## config.mk

```make
export PLATFORM = sky130hd
export DESIGN_NAME = dose_scheduler_flat
export DESIGN_NICKNAME = d
export VERILOG_FILES = /design/src/rtl/dose_scheduler_if.sv /design/src/rtl/dose_scheduler.sv /design/src/flat_wrapper.sv
export SDC_FILE = /design/constraint.sdc
export NUM_CORES = 1
export LEC_CHECK = 0
export BUFFER_PORTS_ARGS = -buffer_cell sky130_fd_sc_hd__buf_2
export CAP_MARGIN = 20
export CELL_PAD_IN_SITES_DETAIL_PLACEMENT = 0
export CELL_PAD_IN_SITES_GLOBAL_PLACEMENT = 2
export CORE_UTILIZATION = 34
export CTS_CLUSTER_DIAMETER = 100
export CTS_CLUSTER_SIZE = 12
export DETAILED_ROUTE_END_ITERATION = 7
export GPL_ROUTABILITY_DRIVEN = 0
export PLACE_DENSITY_LB_ADDON = 0.08
export SYNTH_ARGS = -nofsm -noshare
export SYNTH_HDL_FRONTEND = slang
export SYNTH_SLANG_ARGS = --single-unit
export TNS_END_PERCENT = 100
```

## constraint.sdc

```tcl
create_clock -name CLOCK_50 -period 1.9 [get_ports CLOCK_50]
set_input_delay 0 -clock CLOCK_50 [delete_from_list [all_inputs] [get_ports CLOCK_50]]
set_output_delay 0 -clock CLOCK_50 [all_outputs]
set_load 0.02 [all_outputs]
```

## src/rtl/dose_scheduler_if.sv

```systemverilog
// Dose scheduler bundle: time-of-day inputs, slot configuration,
// patient acknowledge and dispenser status outputs.
interface dose_scheduler_if #(
  parameter int NUM_SLOTS = 4,
  parameter int SW = (NUM_SLOTS > 1) ? $clog2(NUM_SLOTS) : 1
);
  logic [4:0]           hours;
  logic [5:0]           minutes;
  logic                 minute_tick;
  logic                 cfg_we;
  logic [SW-1:0]        cfg_slot;
  logic                 cfg_en;
  logic [4:0]           cfg_hour;
  logic [5:0]           cfg_min;
  logic                 ack;
  logic                 alarm;
  logic                 motor_on;
  logic [SW-1:0]        active_slot;
  logic [NUM_SLOTS-1:0] pending;
  logic [3:0]           missed_count;
  logic                 dose_done;

  modport master (
    output hours, minutes, minute_tick,
    output cfg_we, cfg_slot, cfg_en,
    output cfg_hour, cfg_min, ack,
    input  alarm, motor_on, active_slot,
    input  pending, missed_count, dose_done
  );

  modport slave (
    input  hours, minutes, minute_tick,
    input  cfg_we, cfg_slot, cfg_en,
    input  cfg_hour, cfg_min, ack,
    output alarm, motor_on, active_slot,
    output pending, missed_count, dose_done
  );
endinterface

```

## src/rtl/dose_scheduler.sv

```systemverilog
// Dose-time controller: matches programmed slots against the clock,
// raises an alert, waits for ack and runs the dispense motor.
module dose_scheduler #(
  parameter int NUM_SLOTS       = 4,
  parameter int DISPENSE_CYCLES = 100000000,
  parameter int TIMEOUT_MIN     = 30
) (
  input  logic             CLOCK_50,
  input  logic             reset,
  dose_scheduler_if.slave  dsif
);
  localparam int SW =
    (NUM_SLOTS > 1) ? $clog2(NUM_SLOTS) : 1;
  localparam int CW =
    (DISPENSE_CYCLES > 1) ? $clog2(DISPENSE_CYCLES) : 1;
  localparam logic [CW-1:0] DLAST =
    CW'(DISPENSE_CYCLES - 1);
  localparam logic [5:0] TLAST = 6'(TIMEOUT_MIN - 1);

  typedef enum logic [1:0] {
    S_IDLE,
    S_ALERT,
    S_DISP
  } state_t;

  state_t               r_state;
  logic [NUM_SLOTS-1:0] r_en;
  logic [4:0]           r_hour [NUM_SLOTS];
  logic [5:0]           r_min  [NUM_SLOTS];
  logic [NUM_SLOTS-1:0] r_pending;
  logic [5:0]           r_alert_cnt;
  logic [CW-1:0]        r_disp_cnt;
  logic                 r_alarm;
  logic                 r_motor;
  logic [SW-1:0]        r_active;
  logic [3:0]           r_missed;
  logic                 r_done;

  logic [NUM_SLOTS-1:0] w_match;
  logic [NUM_SLOTS-1:0] w_dis;
  logic [NUM_SLOTS-1:0] w_clr;
  logic [SW-1:0]        w_sel;
  logic                 w_any;

  // Out-of-range stored times are rejected explicitly so they never fire.
  always_comb begin
    w_match = '0;
    w_dis   = '0;
    for (int i = 0; i < NUM_SLOTS; i++) begin
      w_match[i] = dsif.minute_tick
                 && r_en[i]
                 && (r_hour[i] <= 5'd23)
                 && (r_min[i] <= 6'd59)
                 && (r_hour[i] == dsif.hours)
                 && (r_min[i] == dsif.minutes);
      w_dis[i] = dsif.cfg_we && !dsif.cfg_en
               && (dsif.cfg_slot == SW'(i));
    end
  end

  // Lowest set index wins; only registered pending bits are considered.
  always_comb begin
    w_sel = '0;
    w_any = |r_pending;
    for (int i = NUM_SLOTS - 1; i >= 0; i--) begin
      if (r_pending[i]) w_sel = SW'(i);
    end
    w_clr = '0;
    for (int i = 0; i < NUM_SLOTS; i++) begin
      w_clr[i] = (r_state == S_IDLE) && w_any
               && (w_sel == SW'(i));
    end
  end

  always_ff @(posedge CLOCK_50) begin
    if (reset) begin
      r_state     <= S_IDLE;
      r_en        <= '0;
      r_pending   <= '0;
      r_alert_cnt <= '0;
      r_disp_cnt  <= '0;
      r_alarm     <= 1'b0;
      r_motor     <= 1'b0;
      r_active    <= '0;
      r_missed    <= '0;
      r_done      <= 1'b0;
      for (int i = 0; i < NUM_SLOTS; i++) begin
        r_hour[i] <= '0;
        r_min[i]  <= '0;
      end
    end else begin
      for (int i = 0; i < NUM_SLOTS; i++) begin
        if (dsif.cfg_we && dsif.cfg_slot == SW'(i)) begin
          r_en[i]   <= dsif.cfg_en;
          r_hour[i] <= dsif.cfg_hour;
          r_min[i]  <= dsif.cfg_min;
        end
      end

      r_pending <= ((r_pending & ~w_clr) | w_match)
                 & ~w_dis;
      r_done    <= 1'b0;

      unique case (r_state)
        S_IDLE: begin
          if (w_any) begin
            r_state     <= S_ALERT;
            r_active    <= w_sel;
            r_alert_cnt <= '0;
            r_alarm     <= 1'b1;
          end
        end
        S_ALERT: begin
          if (dsif.ack) begin
            r_state    <= S_DISP;
            r_disp_cnt <= '0;
            r_alarm    <= 1'b0;
            r_motor    <= 1'b1;
          end else if (dsif.minute_tick) begin
            if (r_alert_cnt == TLAST) begin
              r_state <= S_IDLE;
              r_alarm <= 1'b0;
              if (r_missed != 4'd15)
                r_missed <= r_missed + 4'd1;
            end else begin
              r_alert_cnt <= r_alert_cnt + 6'd1;
            end
          end
        end
        S_DISP: begin
          if (r_disp_cnt == DLAST) begin
            r_state <= S_IDLE;
            r_motor <= 1'b0;
            r_done  <= 1'b1;
          end else begin
            r_disp_cnt <= r_disp_cnt + 1'b1;
          end
        end
        default: begin
          r_state <= S_IDLE;
          r_alarm <= 1'b0;
          r_motor <= 1'b0;
        end
      endcase
    end
  end

  assign dsif.alarm        = r_alarm;
  assign dsif.motor_on     = r_motor;
  assign dsif.active_slot  = r_active;
  assign dsif.pending      = r_pending;
  assign dsif.missed_count = r_missed;
  assign dsif.dose_done    = r_done;
endmodule

```

## src/flat_wrapper.sv

```systemverilog
// flat-port wrapper written by rule: the top's interface ports become plain ports
module dose_scheduler_flat 
#(
  parameter int NUM_SLOTS       = 4,
  parameter int DISPENSE_CYCLES = 100000000,
  parameter int TIMEOUT_MIN     = 30
)
  (CLOCK_50, reset, dsif_hours, dsif_minutes, dsif_minute_tick, dsif_cfg_we, dsif_cfg_slot, dsif_cfg_en, dsif_cfg_hour, dsif_cfg_min, dsif_ack, dsif_alarm, dsif_motor_on, dsif_active_slot, dsif_pending, dsif_missed_count, dsif_dose_done);
  dose_scheduler_if #(.NUM_SLOTS(NUM_SLOTS)) dsif_i ();
  input  logic CLOCK_50;
  input  logic reset;
  input wire logic [$bits(dsif_i.hours)-1:0] dsif_hours;
  input wire logic [$bits(dsif_i.minutes)-1:0] dsif_minutes;
  input wire logic [$bits(dsif_i.minute_tick)-1:0] dsif_minute_tick;
  input wire logic [$bits(dsif_i.cfg_we)-1:0] dsif_cfg_we;
  input wire logic [$bits(dsif_i.cfg_slot)-1:0] dsif_cfg_slot;
  input wire logic [$bits(dsif_i.cfg_en)-1:0] dsif_cfg_en;
  input wire logic [$bits(dsif_i.cfg_hour)-1:0] dsif_cfg_hour;
  input wire logic [$bits(dsif_i.cfg_min)-1:0] dsif_cfg_min;
  input wire logic [$bits(dsif_i.ack)-1:0] dsif_ack;
  output wire logic [$bits(dsif_i.alarm)-1:0] dsif_alarm;
  output wire logic [$bits(dsif_i.motor_on)-1:0] dsif_motor_on;
  output wire logic [$bits(dsif_i.active_slot)-1:0] dsif_active_slot;
  output wire logic [$bits(dsif_i.pending)-1:0] dsif_pending;
  output wire logic [$bits(dsif_i.missed_count)-1:0] dsif_missed_count;
  output wire logic [$bits(dsif_i.dose_done)-1:0] dsif_dose_done;
  assign dsif_i.hours = dsif_hours;
  assign dsif_i.minutes = dsif_minutes;
  assign dsif_i.minute_tick = dsif_minute_tick;
  assign dsif_i.cfg_we = dsif_cfg_we;
  assign dsif_i.cfg_slot = dsif_cfg_slot;
  assign dsif_i.cfg_en = dsif_cfg_en;
  assign dsif_i.cfg_hour = dsif_cfg_hour;
  assign dsif_i.cfg_min = dsif_cfg_min;
  assign dsif_i.ack = dsif_ack;
  assign dsif_alarm = dsif_i.alarm;
  assign dsif_motor_on = dsif_i.motor_on;
  assign dsif_active_slot = dsif_i.active_slot;
  assign dsif_pending = dsif_i.pending;
  assign dsif_missed_count = dsif_i.missed_count;
  assign dsif_dose_done = dsif_i.dose_done;
  dose_scheduler #(.NUM_SLOTS(NUM_SLOTS), .DISPENSE_CYCLES(DISPENSE_CYCLES), .TIMEOUT_MIN(TIMEOUT_MIN)) u_core (.CLOCK_50(CLOCK_50), .reset(reset), .dsif(dsif_i));
endmodule
```

==> impl_metrics.toml, run 1 <==
[outcome]
outcome = "completed"

[cells_and_area]
fillCellCount = 1340
multi_input_area_um2 = 2320
design.final.nets = 604
sequential_cell_area_um2 = 2360
antenna_cells_inserted = 0
final_cell_area_excluding_filler_cells_um2 = 5910
share_of_cells_above_drive_strength_1_pct = 20.0
synthToLayoutAreaGrowth_pct = 24.1

[drt]
sum_of_routed_wire_length_over_all_layers_um = 11900
drt-initial-drc-count = 181
detail_route.vias_per_cell = 4.96
ant_nets = 0
drt-wirelength-per-cell_um = 15.9
vias = 3725
drc = 0
drt-pass1-iter-count = 4

[placement]
numPortBuffers = 42
dpl_cell_area_um2 = 5370
place_hpwl_um = 8580

[power]
power.density_nw_per_um2 = 737
post-layout-total-power_mw = 4.36
power_leakage_nw = 2.15
vdd.ir_drop.worst_v = 0.000558

[grt]
grtUsageTotal_pct = 17.2
globalRoute.totalOverflow = 0
grt_start_max_net_pins = 28
grt_antenna_before_repair = 0
grt_pass1_vias = 3641
global_route_wire_length_before_repair_um = 18900

[critical_path]
r2r-start = "u_core.r_disp_cnt[17]"
worst_ep_required_time_ns = 2.15
cp.arrival_ns = 2.10
critPathMaxFanout = 7
setup.worst_path.start_class = "flip-flop"
setup.worst_path.end_class = "flip-flop"
path_class = "reg2reg"
cp-startpoint = "u_core.r_disp_cnt[17]"

[synth]
synth_seq_cells = 96
synthCells = 486
yosys.cell_count.top_type = "dfxtp_1"
yosysTopAreaCell = "edfxtp_1"
synth-async-reset-ratio_pct = 0
synth.avg_cell_area_um2 = 9.80
synth_top_area_share_pct = 27.7
synth-seq-area-share_pct = 49.6
synth_ff_type = "dfxtp_1"
yosys_warnings = 0
synth_cell_type_count = 51
mappedNetlistNets = 520
synth.cell_area_um2 = 4760
synthTopCellsByCount = "52 x dfxtp_1, 47 x and2_1, 45 x nor2_1, 44 x edfxtp_1, 39 x xnor2_1"
area_contributors_post_synth = "edfxtp_1 28%, dfxtp_1 22%, xnor2_1 7.2%"
synth-edff-count = 44

[worst_hold_path]
hold_path_startpoint = "dsif_ack"
hp-class = "in2reg"

[sta]
min_period_ns = 1.86
whs_ns = 0.0153
timing.final.crit_share_pct = 97.7
timing.setup.tns_ns = 0
fmaxAchievable_mhz = 539
skew_ns = 0.00744
setup_repair_after_global_routing_missed_its_margin = "yes"
worst_slew_margin_rel_pct = 64.8
timing.final.max_slew_violations = 0
worstMarginPinSlew_ns = 0.528
report.final.setup_viol = 0
report.final.hold_viol_count = 0

[clocking]
clock_tree.buffer_depth = 2
cts_tree = "built"
numCtsBuffers = 9
clk_transition_reported_paths_ns = 0.07
clk_root_buf = "clkbuf_16"
clock-sinks = 96
htreeDepth = 3
clock_insertion_delay_worst_skew_ns = 0.35

[floorplan]
num_io_pins = 43
dieWidth_um = 120
std_cell_rows = 42
die-area_um2 = 14500
fp.dieH_um = 120
area_of_the_core_region_um2 = 13500
start_util_pct = 35.4

[flow_run]
max_cap_violations = 0
-- flip-flops by register name, indices dropped and copies added, names as in the netlist --
register,flops
u_core.r_hour,20
u_core.dsif.pending,4
u_core.dsif.motor_on,1
u_core.r_disp_cnt,27
u_core.dsif.alarm,1
u_core.dsif.dose_done,1
u_core.r_min,24
u_core.dsif.active_slot,2
u_core.r_state,2
u_core.r_en,4
u_core.dsif.missed_count,4
u_core.r_alert_cnt,6
-- metrics by stage --
stage	std cells	worst slack (ns)	utilization [%]
2_1_floorplan	486	0.0135	-
6_report	751	0.0440	43.9
3_5_place_dp	719	0.0421	39.9
5_1_grt	751	-0.0421	43.9
3_3_place_gp	719	0.105	39.9
4_1_cts	748	0.0236	43.0
-- report_power, final --
part | switching [mW] | leakage, nW | total (mW) | internal (mW)
clock | 0.839 | 0.130 | 1.74 | 0.901
sequential | 0.0421 | 0.853 | 2.28 | 2.24
combinational | 0.187 | 1.17 | 0.332 | 0.145
-- per-layer routing --
layer	global-route usage (%)	wire (µm)	share of wire [%]	vias up
met1	21.9	5600	47	1769
met5	0	0	0	-
met2	29.2	5840	49	49
met4	4.40	118	0.99	0
met3	4.25	354	3.0	9
li1	-	-	-	1898
-- critical path: stages, from the launching register on --
cell,delay [ns]
dfxtp_2,0.32
or4_4,0.55
nor4_4,0.14
nor4b_4,0.23
buf_6,0.17
buf_12,0.12
nor4b_2,0.04
a31o_1,0.18
-- cell usage in the layout (no fill, tap or decap), types with 3 or more instances in the layout --
cell type and count:
dfxtp_1 51, and2_1 47, nor2_1 45, edfxtp_1 44, buf_2 42, xnor2_1 39, buf_4 34, a21oi_1 27
nand3_1 22, nand4_1 18, nand2_1 18, xor2_1 17, inv_1 13, dlygate4sd3_1 13, or3_1 11, nor4_1 11
clkbuf_16 11, o21ai_1 9, nor2b_1 8, nor3_1 8, nand2b_1 8, o21ai_0 7, and3_1 5, a211oi_1 4
and4_1 4, or4_1 4, or2_2 4, mux2i_1 3, o2111ai_1 3, ha_1 3, clkinvlp_4 3
-- worst paths after layout --
path                          endpoint  slack [ns]  cells past startpoint
hold reg to reg         u_core.r_en[0]        0.49                      1
setup reg to reg  u_core.r_disp_cnt[1]        0.04                      7
hold / removal       u_core.r_state[1]        0.02                      3
setup / recovery  u_core.r_disp_cnt[1]        0.04                      7
-- logic make-up after synthesis --
kind of cell | after synthesis | synth area share, %
AOI/OAI and AO/OA | 65 | 8.14
muxes | 3 | 0.630
xor gates and xnor gates | 56 | 10.3
adders and majority gates | 4 | 1.05
and+or+nand+nor | 229 | 27.3
buffers and inverters | 33 | 3.02
DFF | 96 | 49.6
-- layout make-up --
| class | instances | area share, % |
|---|---|---|
| multi-input cells | 357 | 39.2 |
| clock buffers | 9 | 3.81 |
| clock inverters | 7 | 0.953 |
| flip-flops and latches | 96 | 40.0 |
| repair buffers | 93 | 11.5 |
| well taps | 176 | 3.73 |
| inverters | 13 | 0.826 |
-- timing repair --
item | CTS | global route
hold buffers | 13 | 0
endpoints found under the hold margin | 45 | 0
setup buffers | 0 | 1
resized for setup | 0 | 13
endpoints found under the setup margin | 0 | 15
Note: power is estimated with default switching activity, not from simulation.
==> run 2: changes to the inputs <==
--- a/config.mk
+++ b/config.mk
@@ -5,7 +5,7 @@
 export SDC_FILE = /design/constraint.sdc
 export NUM_CORES = 1
 export LEC_CHECK = 0
-export BUFFER_PORTS_ARGS = -buffer_cell sky130_fd_sc_hd__buf_2
+export BUFFER_PORTS_ARGS = -buffer_cell sky130_fd_sc_hd__buf_4
 export CAP_MARGIN = 20
 export CELL_PAD_IN_SITES_DETAIL_PLACEMENT = 0
 export CELL_PAD_IN_SITES_GLOBAL_PLACEMENT = 2
==> impl_metrics.toml, run 2 (same netlist as run 1, synthesis figures left out) <==
[grt]
globalRouteMet2Util_pct = 28.9
grt_antenna_before_repair = 0
grt_start_max_net_pins = 28
grt_use_met1_pct = 23.7
grt_busiest_layer = "met2"
met3_track_demand_over_resource_in_global_routing_pct = 3.68
global_route_wire_length_before_repair_um = 19400
grtUsageTotal_pct = 17.7
globalRoute.totalOverflow = 0
grt_pass1_vias = 3638

[sta]
worst_slew_margin_rel_pct = 63.2
timing.final.max_slew_violations = 0
report.final.hold_viol_count = 0
whs_ns = 0.0180
worstMarginPinSlew_ns = 0.552
report.final.setup_viol = 1
setup_repair_after_global_routing_missed_its_margin = "yes"
postLayoutSetupSlackWorst_ns = -0.0204
fmaxAchievable_mhz = 521
skew_ns = 0.00649
timing.final.crit_share_pct = 101
min_period_ns = 1.92

[cells_and_area]
synthToLayoutAreaGrowth_pct = 26.7
largest_register = "u_core.r_disp_cnt"
layoutNonFillerInstCount = 755
share_of_cells_above_drive_strength_1_pct = 19.7
largest_register_ffs = 27
most_common_library_cell_in_the_layout_ignoring_fill_and_taps = "buf_4"
leading_cell_types_in_the_layout_fill_and_taps_excluded = "79 x buf_4, 51 x dfxtp_1, 47 x and2_1"
top_regs = "u_core.r_disp_cnt x27, u_core.r_min x24, u_core.r_hour x20"
antenna_cells_inserted = 0
design.final.nets = 608

[clocking]
htreeDepth = 3
cts_tree = "built"
clock_tree.buffer_depth = 2
clock-sinks = 96
clk_root_buf = "clkbuf_16"
clk_transition_reported_paths_ns = 0.07
numCtsBuffers = 9
clock_insertion_delay_worst_skew_ns = 0.35

[outcome]
outcome = "complete, but fails checks"
violations_in_the_final_reports = "negative setup slack"

[placement]
numPortBuffers = 42
place.detailed.instances = 719
place_hpwl_um = 8540

[critical_path]
cp-startpoint = "u_core.r_disp_cnt[17]"
critical_register_to_register_path_endpoint = "u_core.r_disp_cnt[1]"
worst-r2r-cell-count = 7
timing.reg2reg.setup_slack_ns = -0.02
crit_cells = 7
crit_chain = "or4_4 > nor4_4 > nor4b_4 > buf_4 > buf_12 > nor4b_1 > a31o_1"
critical_path.endpoint = "u_core.r_disp_cnt[1]"
crit_family = "simple AND/OR/NAND/NOR gates"
r2r-start = "u_core.r_disp_cnt[17]"
worst_ep_required_time_ns = 2.14
path_class = "reg2reg"
critPathMaxFanout = 14
timing.critical_path.slowest_cell_delay_ns = 0.55
cp.arrival_ns = 2.16
crit_slowest_cell = "or4_4"
setup.worst_path.end_class = "flip-flop"
setup.worst_path.start_class = "flip-flop"
critical_path_buf_inv_count = 2

[floorplan]
dieWidth_um = 120
start_util_pct = 35.4
die-area_um2 = 14500
area_of_the_core_region_um2 = 13500
std_cell_rows = 42
num_io_pins = 43
fp.dieH_um = 120

[drt]
drc = 0
drt-wirelength-per-cell_um = 16.1
drt-initial-drc-count = 187
vias = 3710
sum_of_routed_wire_length_over_all_layers_um = 12100
detail_route.vias_per_cell = 4.91
drt-pass1-iter-count = 4
ant_nets = 0

[power]
vdd.ir_drop.worst_v = 0.000409
power_leakage_nw = 2.20
power.density_nw_per_um2 = 736

[flow_run]
max_cap_violations = 0

[worst_hold_path]
hp-class = "in2reg"
run 2: changes by cell type in the layout (fill, tap and decap cells not counted), moves of 2 or more:
cell,previous run,this run
clkbuf_1,0,3
dlygate4sd3_1,13,15
buf_2,42,0
clkinvlp_4,3,1
buf_4,34,79
run 2: layout make-up:
type / count / area (µm²)
clock buffer: 12 / 236
tap: 176 / 220
clock inverter: 4 / 46.3
sequential: 96 / 2360
multi-input combinational: 357 / 2320
timing repair buffer: 97 / 800
inverter: 13 / 48.8
fill: 1345 / 7420
run 2: worst min path at each step:
stage | from | to | cells past startpoint
3_3_place_gp | dsif_cfg_en | u_core.r_en[3] | 3
6_report | dsif_ack | u_core.r_state[1] | 3
4_1_cts | dsif_cfg_slot[1] | u_core.r_en[2] | 3
3_5_place_dp | dsif_cfg_en | u_core.r_en[3] | 3
5_1_grt | dsif_ack | u_core.r_state[1] | 3
2_1_floorplan | dsif_cfg_en | u_core.r_en[3] | 2
run 2: timing repair:
item / in CTS / in global routing
hold buffers: 15 / 0
buffers inserted: 0 / 3
endpoints found under the hold margin: 52 / 0
gates resized for setup: 0 / 12
endpoints found under the setup margin: 0 / 14
run 2: per-stage QoR:
stage / power [mW] / cell area (µm²) / worst slack, ns / TNS, ns / util, %
floorplan: 2.50 / 4760 / 0.0135 / 0 / -
global placement: 2.66 / 5480 / 0.102 / 0 / 40.7
detailed placement: 2.66 / 5480 / 0.0403 / 0 / 40.7
CTS: 4.49 / 5910 / 0.0211 / 0 / 43.9
global route: 4.62 / 6030 / -0.103 / -0.758 / 44.8
finish: 4.44 / 6030 / -0.0204 / -0.0204 / 44.8
run 2: layer usage:
| layer | routed length [µm] | part of all wire, % |
|---|---|---|
| met1 | 5800 | 48 |
| met2 | 5910 | 49 |
| met3 | 297 | 2.4 |
| met4 | 117 | 0.96 |
| met5 | 0 | 0 |
run 2: power by group:
part | total (mW) | switching [mW] | internal (mW) | leakage (nW)
clock network | 1.80 | 0.786 | 1.02 | 0.134
logic | 0.350 | 0.185 | 0.165 | 1.21
registers | 2.28 | 0.0438 | 2.24 | 0.853
run 2: tightest hold or removal path, delay by kind of cell:
family / cells / cell delay (ns)
buf+inv: 1 / 0.13
simple gates: 1 / 0.11
compound gates: 1 / 0.07
==> run 3: changes to the inputs <==
--- a/config.mk
+++ b/config.mk
@@ -9,6 +9,7 @@
 export CAP_MARGIN = 20
 export CELL_PAD_IN_SITES_DETAIL_PLACEMENT = 0
 export CELL_PAD_IN_SITES_GLOBAL_PLACEMENT = 2
+export CORE_ASPECT_RATIO = 1.1
 export CORE_UTILIZATION = 34
 export CTS_CLUSTER_DIAMETER = 100
 export CTS_CLUSTER_SIZE = 12
==> impl_metrics.toml, run 3 (same netlist as run 1, synthesis figures left out) <==
[outcome]
outcome = "completed"

[floorplan]
area_of_the_core_region_um2 = 13700
fp.dieH_um = 126
num_io_pins = 43
dieWidth_um = 115
start_util_pct = 34.7
die-area_um2 = 14500
std_cell_rows = 45

[drt]
sum_of_routed_wire_length_over_all_layers_um = 12000
drc = 0
vias = 3696
drt-initial-drc-count = 142
drt-wirelength-per-cell_um = 15.7
detail_route.vias_per_cell = 4.83
ant_nets = 0
drt-pass1-iter-count = 4

[power]
power_leakage_nw = 2.19
power.density_nw_per_um2 = 760
vdd.ir_drop.worst_v = 0.000406
post-layout-total-power_mw = 4.56

[sta]
postLayoutSetupSlackWorst_ns = 0.0456
whs_ns = 0.0295
setup_repair_after_global_routing_missed_its_margin = "yes"
worst_slew_margin_rel_pct = 61.9
timing.final.max_slew_violations = 0
timing.final.crit_share_pct = 97.6
timing.setup.tns_ns = 0
worstMarginPinSlew_ns = 0.572
min_period_ns = 1.85
skew_ns = 0.00444
report.final.setup_viol = 0
fmaxAchievable_mhz = 539
report.final.hold_viol_count = 0

[grt]
global_route_wire_length_before_repair_um = 19500
grt_start_max_net_pins = 26
grt_pass1_vias = 3708
grt_antenna_before_repair = 0
globalRoute.totalOverflow = 0
grtUsageTotal_pct = 18.0

[critical_path]
setup.worst_path.start_class = "flip-flop"
cp.arrival_ns = 2.09
worst_ep_required_time_ns = 2.14
setup.worst_path.end_class = "flip-flop"
critPathMaxFanout = 5
path_class = "reg2reg"

[cells_and_area]
largest_register = "u_core.r_disp_cnt"
largest_register_ffs = 27
leading_cell_types_in_the_layout_fill_and_taps_excluded = "78 x buf_4, 50 x dfxtp_1, 47 x and2_1"
antenna_cells_inserted = 0
layoutNonFillerInstCount = 765
fin_util_pct = 43.7
most_common_library_cell_in_the_layout_ignoring_fill_and_taps = "buf_4"
top_regs = "u_core.r_disp_cnt x27, u_core.r_min x24, u_core.r_hour x20"
final_cell_area_excluding_filler_cells_um2 = 6010
design.final.nets = 606
synthToLayoutAreaGrowth_pct = 26.2
share_of_cells_above_drive_strength_1_pct = 19.4

[placement]
dpl_cell_area_um2 = 5500
numPortBuffers = 42
place_hpwl_um = 8740
place.detailed.instances = 734
dp_worst_setup_slack_ns = 0.0892

[clocking]
cts_tree = "built"
htreeDepth = 3
clock_tree.buffer_depth = 2
clock_insertion_delay_worst_skew_ns = 0.34
numCtsBuffers = 9
clock-sinks = 96
clk_root_buf = "clkbuf_16"
clk_transition_reported_paths_ns = 0.06
cts_setup_buffers = 0

[flow_run]
max_cap_violations = 0

[worst_hold_path]
hp-class = "in2reg"
==> run 3: timing repair <==
| item | CTS | global route |
|---|---|---|
| endpoints found under the setup margin | 0 | 13 |
| hold endpoints to repair | 46 | 0 |
| gates resized for setup | 0 | 11 |
| hold buffers | 14 | 0 |
==> run 3: power by group <==
part,internal [mW],switching [mW],total [mW]
registers,2.24,0.0470,2.29
logic,0.163,0.189,0.352
clock network,1.14,0.783,1.92
==> run 3: worst max-delay path: stages, from the launching register on <==
cell,delay (ns)
dfxtp_2,0.32
or4_4,0.55
nor4_4,0.13
nor4b_4,0.33
buf_6,0.18
nor4b_2,0.05
a31o_1,0.19
==> run 3: layout make-up <==
| cell class | instances | area [µm²] |
|---|---|---|
| fillers | 1405 | 7730 |
| well taps | 188 | 235 |
| multi-input cells | 357 | 2300 |
| clock inverters | 7 | 86.3 |
| flip-flops and latches | 96 | 2360 |
| repair buffers | 95 | 753 |
| inverters | 13 | 48.8 |
| clock buffers | 9 | 225 |
==> run 3: worst paths after layout <==
path                                                to  cells after the start  slack [ns]                  start
worst max-delay path              u_core.r_disp_cnt[1]                      6        0.05  u_core.r_disp_cnt[19]
worst min-delay path            u_core.dsif.pending[3]                      3        0.03                  reset
worst min register to register          u_core.r_en[0]                      1        0.48         u_core.r_en[0]
worst max register to register    u_core.r_disp_cnt[1]                      6        0.05  u_core.r_disp_cnt[19]
==> run 3: per-layer routing <==
metal	vias up	global-route usage, %	wire [µm]
met5	-	0	0
met4	0	7.79	251
met3	16	2.98	320
met2	54	31.5	6200
met1	1720	21.6	5220
li1	1906	-	-
